### src/rtl/udp_tx_arbiter.sv
// udp_tx_arbiter: round-robin arbiter sharing one byte-wide transmit stream between four UDP
// frame sources. It grants one source at a time and forwards its frame with one register
// stage. It also enforces an inter-frame gap, a start timeout and a maximum frame length.
//
// Ports:
//   clk, rst       - clock, synchronous active-high reset
//   req[3:0]       - per-source frame request
//   ch_data[31:0]  - source bytes, source i on [8i+7:8i]
//   ch_valid[3:0]  - per-source byte valid (whole frame, no holes)
//   grant[3:0]     - registered one-hot grant
//   tx_data[7:0]   - forwarded byte
//   tx_data_valid  - forwarded byte valid
//   busy           - arbiter not idle
//   frames_sent    - completed frame count (wraps)
//   timeout_pulse  - start timeout or request withdrawal
//   trunc_pulse    - frame cut at MAX_LEN
module udp_tx_arbiter #(
  parameter int unsigned IFG      = 12,
  parameter int unsigned START_TO = 64,
  parameter int unsigned MAX_LEN  = 1518
) (
  input  logic        clk,
  input  logic        rst,
  input  logic [3:0]  req,
  input  logic [31:0] ch_data,
  input  logic [3:0]  ch_valid,
  output logic [3:0]  grant,
  output logic [7:0]  tx_data,
  output logic        tx_data_valid,
  output logic        busy,
  output logic [15:0] frames_sent,
  output logic        timeout_pulse,
  output logic        trunc_pulse
);

  localparam logic [7:0]  IfgLast   = 8'(IFG - 1);
  localparam logic [7:0]  StartLast = 8'(START_TO - 1);
  localparam logic [10:0] MaxLen    = 11'(MAX_LEN);

  typedef enum logic [1:0] {StIdle, StGrant, StSend, StGap} state_e;

  state_e      state_q, state_d;
  logic [1:0]  sel_q, sel_d;
  logic [1:0]  ptr_q, ptr_d;
  logic [3:0]  grant_q, grant_d;
  logic [7:0]  cnt_q, cnt_d;          // timeout counter in GRANT, gap counter in GAP
  logic [10:0] byte_cnt_q, byte_cnt_d;
  logic        trunc_wait_q, trunc_wait_d;
  logic [15:0] frames_q, frames_d;
  logic [7:0]  tx_data_q, tx_data_d;
  logic        tx_valid_q, tx_valid_d;
  logic        busy_q, busy_d;
  logic        timeout_q, timeout_d;
  logic        trunc_q, trunc_d;

  logic [1:0]  rr_pick;
  logic [1:0]  rr_cand;
  logic [7:0]  sel_byte;
  logic        sel_valid;
  logic        sel_req;

  assign sel_byte  = ch_data[{sel_q, 3'b000} +: 8];
  assign sel_valid = ch_valid[sel_q];
  assign sel_req   = req[sel_q];

  // First requester after ptr_q, cyclic. Walking offsets from far to near lets the nearest
  // requester overwrite the others; offset 4 wraps to the last-served source itself.
  always_comb begin
    rr_pick = ptr_q;
    rr_cand = ptr_q;
    for (int off = 4; off >= 1; off--) begin
      rr_cand = ptr_q + 2'(off);
      if (req[rr_cand]) rr_pick = rr_cand;
    end
  end

  always_comb begin
    state_d      = state_q;
    sel_d        = sel_q;
    ptr_d        = ptr_q;
    grant_d      = grant_q;
    cnt_d        = cnt_q;
    byte_cnt_d   = byte_cnt_q;
    trunc_wait_d = trunc_wait_q;
    frames_d     = frames_q;
    tx_data_d    = 8'h00;
    tx_valid_d   = 1'b0;
    timeout_d    = 1'b0;
    trunc_d      = 1'b0;

    unique case (state_q)
      StIdle: begin
        if (|req) begin
          sel_d   = rr_pick;
          grant_d = 4'(4'b0001 << rr_pick);
          cnt_d   = 8'd0;
          state_d = StGrant;
        end
      end
      StGrant: begin
        if (sel_valid) begin
          tx_data_d  = sel_byte;
          tx_valid_d = 1'b1;
          byte_cnt_d = 11'd1;
          state_d    = StSend;
        end else if (!sel_req || cnt_q == StartLast) begin
          grant_d   = 4'd0;
          timeout_d = 1'b1;
          ptr_d     = sel_q;
          state_d   = StIdle;
        end else begin
          cnt_d = cnt_q + 8'd1;
        end
      end
      StSend: begin
        if (!sel_valid) begin
          grant_d      = 4'd0;
          frames_d     = frames_q + 16'd1;
          ptr_d        = sel_q;
          cnt_d        = 8'd0;
          trunc_wait_d = 1'b0;
          state_d      = StGap;
        end else if (byte_cnt_q == MaxLen) begin
          grant_d      = 4'd0;
          trunc_d      = 1'b1;
          ptr_d        = sel_q;
          cnt_d        = 8'd0;
          trunc_wait_d = 1'b1;
          state_d      = StGap;
        end else begin
          tx_data_d  = sel_byte;
          tx_valid_d = 1'b1;
          byte_cnt_d = byte_cnt_q + 11'd1;
        end
      end
      StGap: begin
        // After a truncation the gap only starts counting once the cut source drops valid,
        // so its leftover bytes can never be mistaken for a new frame.
        if (trunc_wait_q) begin
          cnt_d = 8'd0;
          if (!sel_valid) trunc_wait_d = 1'b0;
        end else if (cnt_q == IfgLast) begin
          state_d = StIdle;
        end else begin
          cnt_d = cnt_q + 8'd1;
        end
      end
      default: state_d = StIdle;
    endcase

    busy_d = (state_d != StIdle);
  end

  always_ff @(posedge clk) begin
    if (rst) begin
      state_q      <= StIdle;
      sel_q        <= 2'd0;
      ptr_q        <= 2'd3;
      grant_q      <= 4'd0;
      cnt_q        <= 8'd0;
      byte_cnt_q   <= 11'd0;
      trunc_wait_q <= 1'b0;
      frames_q     <= 16'd0;
      tx_data_q    <= 8'h00;
      tx_valid_q   <= 1'b0;
      busy_q       <= 1'b0;
      timeout_q    <= 1'b0;
      trunc_q      <= 1'b0;
    end else begin
      state_q      <= state_d;
      sel_q        <= sel_d;
      ptr_q        <= ptr_d;
      grant_q      <= grant_d;
      cnt_q        <= cnt_d;
      byte_cnt_q   <= byte_cnt_d;
      trunc_wait_q <= trunc_wait_d;
      frames_q     <= frames_d;
      tx_data_q    <= tx_data_d;
      tx_valid_q   <= tx_valid_d;
      busy_q       <= busy_d;
      timeout_q    <= timeout_d;
      trunc_q      <= trunc_d;
    end
  end

  assign grant         = grant_q;
  assign tx_data       = tx_data_q;
  assign tx_data_valid = tx_valid_q;
  assign busy          = busy_q;
  assign frames_sent   = frames_q;
  assign timeout_pulse = timeout_q;
  assign trunc_pulse   = trunc_q;

endmodule

### config.mk
export PLATFORM = sky130hd
export DESIGN_NAME = udp_tx_arbiter
export DESIGN_NICKNAME = d
export VERILOG_FILES = /design/src/rtl/udp_tx_arbiter.sv
export SDC_FILE = /design/constraint.sdc
export NUM_CORES = 1
export LEC_CHECK = 0
export ABC_CLOCK_PERIOD_IN_PS = 2200
export BUFFER_PORTS_ARGS = -buffer_cell sky130_fd_sc_hd__buf_2
export CAP_MARGIN = 10
export CORE_MARGIN = 2
export CORE_UTILIZATION = 48
export DETAILED_ROUTE_END_ITERATION = 7
export PLACE_DENSITY = 0.76
export SETUP_SLACK_MARGIN = 0.15
export SYNTH_ARGS = -nofsm -noshare
export SYNTH_HDL_FRONTEND = slang
export SYNTH_SLANG_ARGS = --single-unit
### constraint.sdc
create_clock -name clk -period 2.2 [get_ports clk]
set_input_delay 0.44 -clock clk [delete_from_list [all_inputs] [get_ports clk]]
set_output_delay 0.44 -clock clk [all_outputs]
set_load 0.02 [all_outputs]
==> key figures <==
Run status
  – Status: completed

STA
  – Setup TNS Final: 0 ps
  – Rel. slew slack: 66.6%
  – Period utilisation layout: 94.6%
  – Slew of the pin with the lowest slew margin: 495 ps
  – Fmax: approximately 0.48 GHz
  – Worst setup margin: 119 ps
  – Final hold violation count: 0
  – RSZ-0062 raised after global routing: true
  – Final Critical Period: 2080 ps
  – Final setup fails: 0
  – Clock skew: 11.2 ps
  – Slew Viols, Final: 0
  – Final hold slack: between 400 and 500 ps

Pwr
  – Total power: 3.68 mW
  – P_leak: 1.61 nW
  – Peak VDD IR: 0.617 mV
  – Cell Pwr Density: 908 nW/µm²

Placed design
  – Dpl cells: 501
  – DP Wirelength: 5.41 mm
  – IO Port Bufs: 73
  – Pre-CTS setup slack: -64.3 ps
  – GP Congestion: 0.855
  – Area after DPL: 3730 µm²

Yosys
  – Dominant cells by area after synthesis: dfxtp_1 38%, mux4_2 7.4%, xnor2_1 4.9%, nor2_1 4.0%, ha_1 3.7%
  – Register area share after synthesis: 38.4%
  – Ys Warns: 0
  – Post-synth top area share: 38.4%
  – Post-synth EDFFs: 0
  – Most used flip-flop cell after synthesis: dfxtp_1
  – Syn Std Cell Area: 3030 µm²
  – Cell variety after synth: 51
  – Syn Nets: 382
  – Gate Count Post-Synth: ~330
  – Synth async-reset ratio: 0%
  – Mean Syn Cell Area: between 9 and 10 µm²
  – Flops & latches, synth: 58
  – Synth area leader: dfxtp_1

Finish
  – Ratio of cells with drive above 1 in the final layout: 38.3%
  – Area delta synth->final: 34.1%
  – Most frequent cells in the layout: 73 x buf_2, 53 x dfxtp_1, 39 x buf_4
  – Post-route cell area: 4060 µm²
  – Final core occ: 67.7%
  – Fill cells: 465
  – Final std cells w/o fill: 522
  – Commonest non-fill, non-tap cell in the layout: buf_2
  – Nets: 493
  – Ant. Diodes: 0

Floorplan
  – Die height: approximately 83 µm
  – Die area: 6950 µm²
  – Die Wd: about 83 µm
  – # rows: 28
  – IO Pins: between 70 and 80
  – Starting density of the core: 50.5%
  – Placeable Area: 5990 µm²

Clocking
  – Reg clk slew, reported paths: 70 ps
  – Clock tree sinks: 58
  – TritonCTS clock tree: built
  – Number of buffers created by CTS: 9
  – H-tree lvl count: 3
  – Hold_buf cts: 0
  – Root Driver: clkbuf_8
  – Clk buf depth: 2
  – Worst skew pair latency: 350 ps

Global route
  – Grt peak-use layer: met2
  – Met2 Usage GRT: about two fifths
  – Initial antenna violation count: 0
  – Tot GR Track Use: 22.0%
  – GRT overflow: 0
  – First-pass GRT wire length: 12.6 mm
  – Vias in the first global route: approximately 2900
  – Met3 usage: under 10%
  – Grt met1 use: 25.8%
  – Pin count of the biggest net entering global routing: 20

Worst setup path
  – Worst Setup End Kind: flop
  – Max FO, Critical Path: 6
  – Crit path required time: 2490 ps
  – CP startpoint kind: flop
  – Crit path DAT: 2370 ps
  – Critical path class: flop to flop

Drt
  – Wire per inst: about 15 µm
  – Post-route DRC violation count: 0
  – Routed WL: 7.60 mm
  – Vias per Instance: 5.70
  – Post-route ant nets: 0
  – Drt first pass iters: 4
  – Iter 0 DRT Violations: 76
  – Vias post-DR: 2975

Hold path
  – Hold Crit Class: input pin to flop

Run
  – Max-cap violations: 0
## repair_timing
action | 4_1_cts | 5_1_grt
buffers inserted | 2 | 3
gates resized for setup | 9 | 11
pin swaps | 6 | 4
setup endpoints to repair | 13 | 21
## logic make-up after synthesis
logic type	after synthesis	share of synthesized area [%]
xor gates and xnor gates	20	5.79
AOI/OAI and AO/OA	58	13.0
muxes	15	9.14
and+or+nand+nor	145	26.6
adders and majority gates	9	3.72
DFF	58	38.4
buffers and inverters	26	3.35
## cells in the mapped netlist, types with 2 or more instances
master,n
a211oi_1,2
a21oi_1,22
a221oi_1,2
a311oi_1,2
and3_1,2
buf_2,2
clkbuf_1,8
dfxtp_1,58
ha_1,9
inv_1,13
mux2i_1,4
mux4_2,10
nand2_1,23
nand2b_1,5
nand3_1,12
nand4_1,6
nand4bb_1,3
nor2_1,32
nor2b_1,10
nor3_1,9
nor4_1,13
o211ai_1,2
o21ai_0,11
o31ai_1,7
or2_2,3
or3_1,8
or4_1,10
or4b_1,2
xnor2_1,17
xor2_1,3
## report_power, final
| part | internal, mW | total (mW) | leakage [nW] | switching, mW |
|---|---|---|---|---|
| Clock | 0.553 | 1.02 | 0.0945 | 0.463 |
| Combinational | 0.669 | 1.41 | 1.05 | 0.739 |
| Sequential | 1.17 | 1.26 | 0.472 | 0.0932 |
## flip-flops by register name, indices dropped and copies added, names as in the netlist
register	flops
byte_cnt_q	11
ptr_q	2
sel_q	2
busy	1
frames_sent	16
timeout_pulse	1
tx_data	8
cnt_q	8
trunc_wait_q	1
state_q	2
grant	4
tx_data_valid	1
trunc_pulse	1
## worst max-delay path: stages (launching register included)
cell and delay (ps):
dfxtp_4 380, mux4_2 610, clkinvlp_4 190, o2111ai_4 150, or4b_1 560, a21oi_1 130
## final timing paths
| path | to | cells past startpoint | startpoint | slack, ps |
|---|---|---|---|---|
| setup / recovery | grant[3] | 5 | sel_q[0] | 120 |
| hold / removal | grant[1] | 2 | rst | 410 |
| setup reg to reg | grant[3] | 5 | sel_q[0] | 120 |
| hold reg to reg | grant[3] | 2 | grant[3] | 450 |
## final cells by class
type	instances	area [µm²]	area share [%]
flip-flops and latches	58	1170	29.0
multi-input cells	247	1870	46.1
repair buffers	112	658	16.2
well taps	75	93.8	2.31
clock inverters	6	66.3	1.63
clock buffers	10	138	3.39
inverters	14	56.3	1.39
## routing by layer
layer / vias to the layer above / share of wire (%)
met5: - / 0
met1: 1417 / 42
met2: 95 / 51
met3: 18 / 5.1
met4: 0 / 2.0
li1: 1445 / -
No activity file was read; power rests on OpenSTA's default activity.
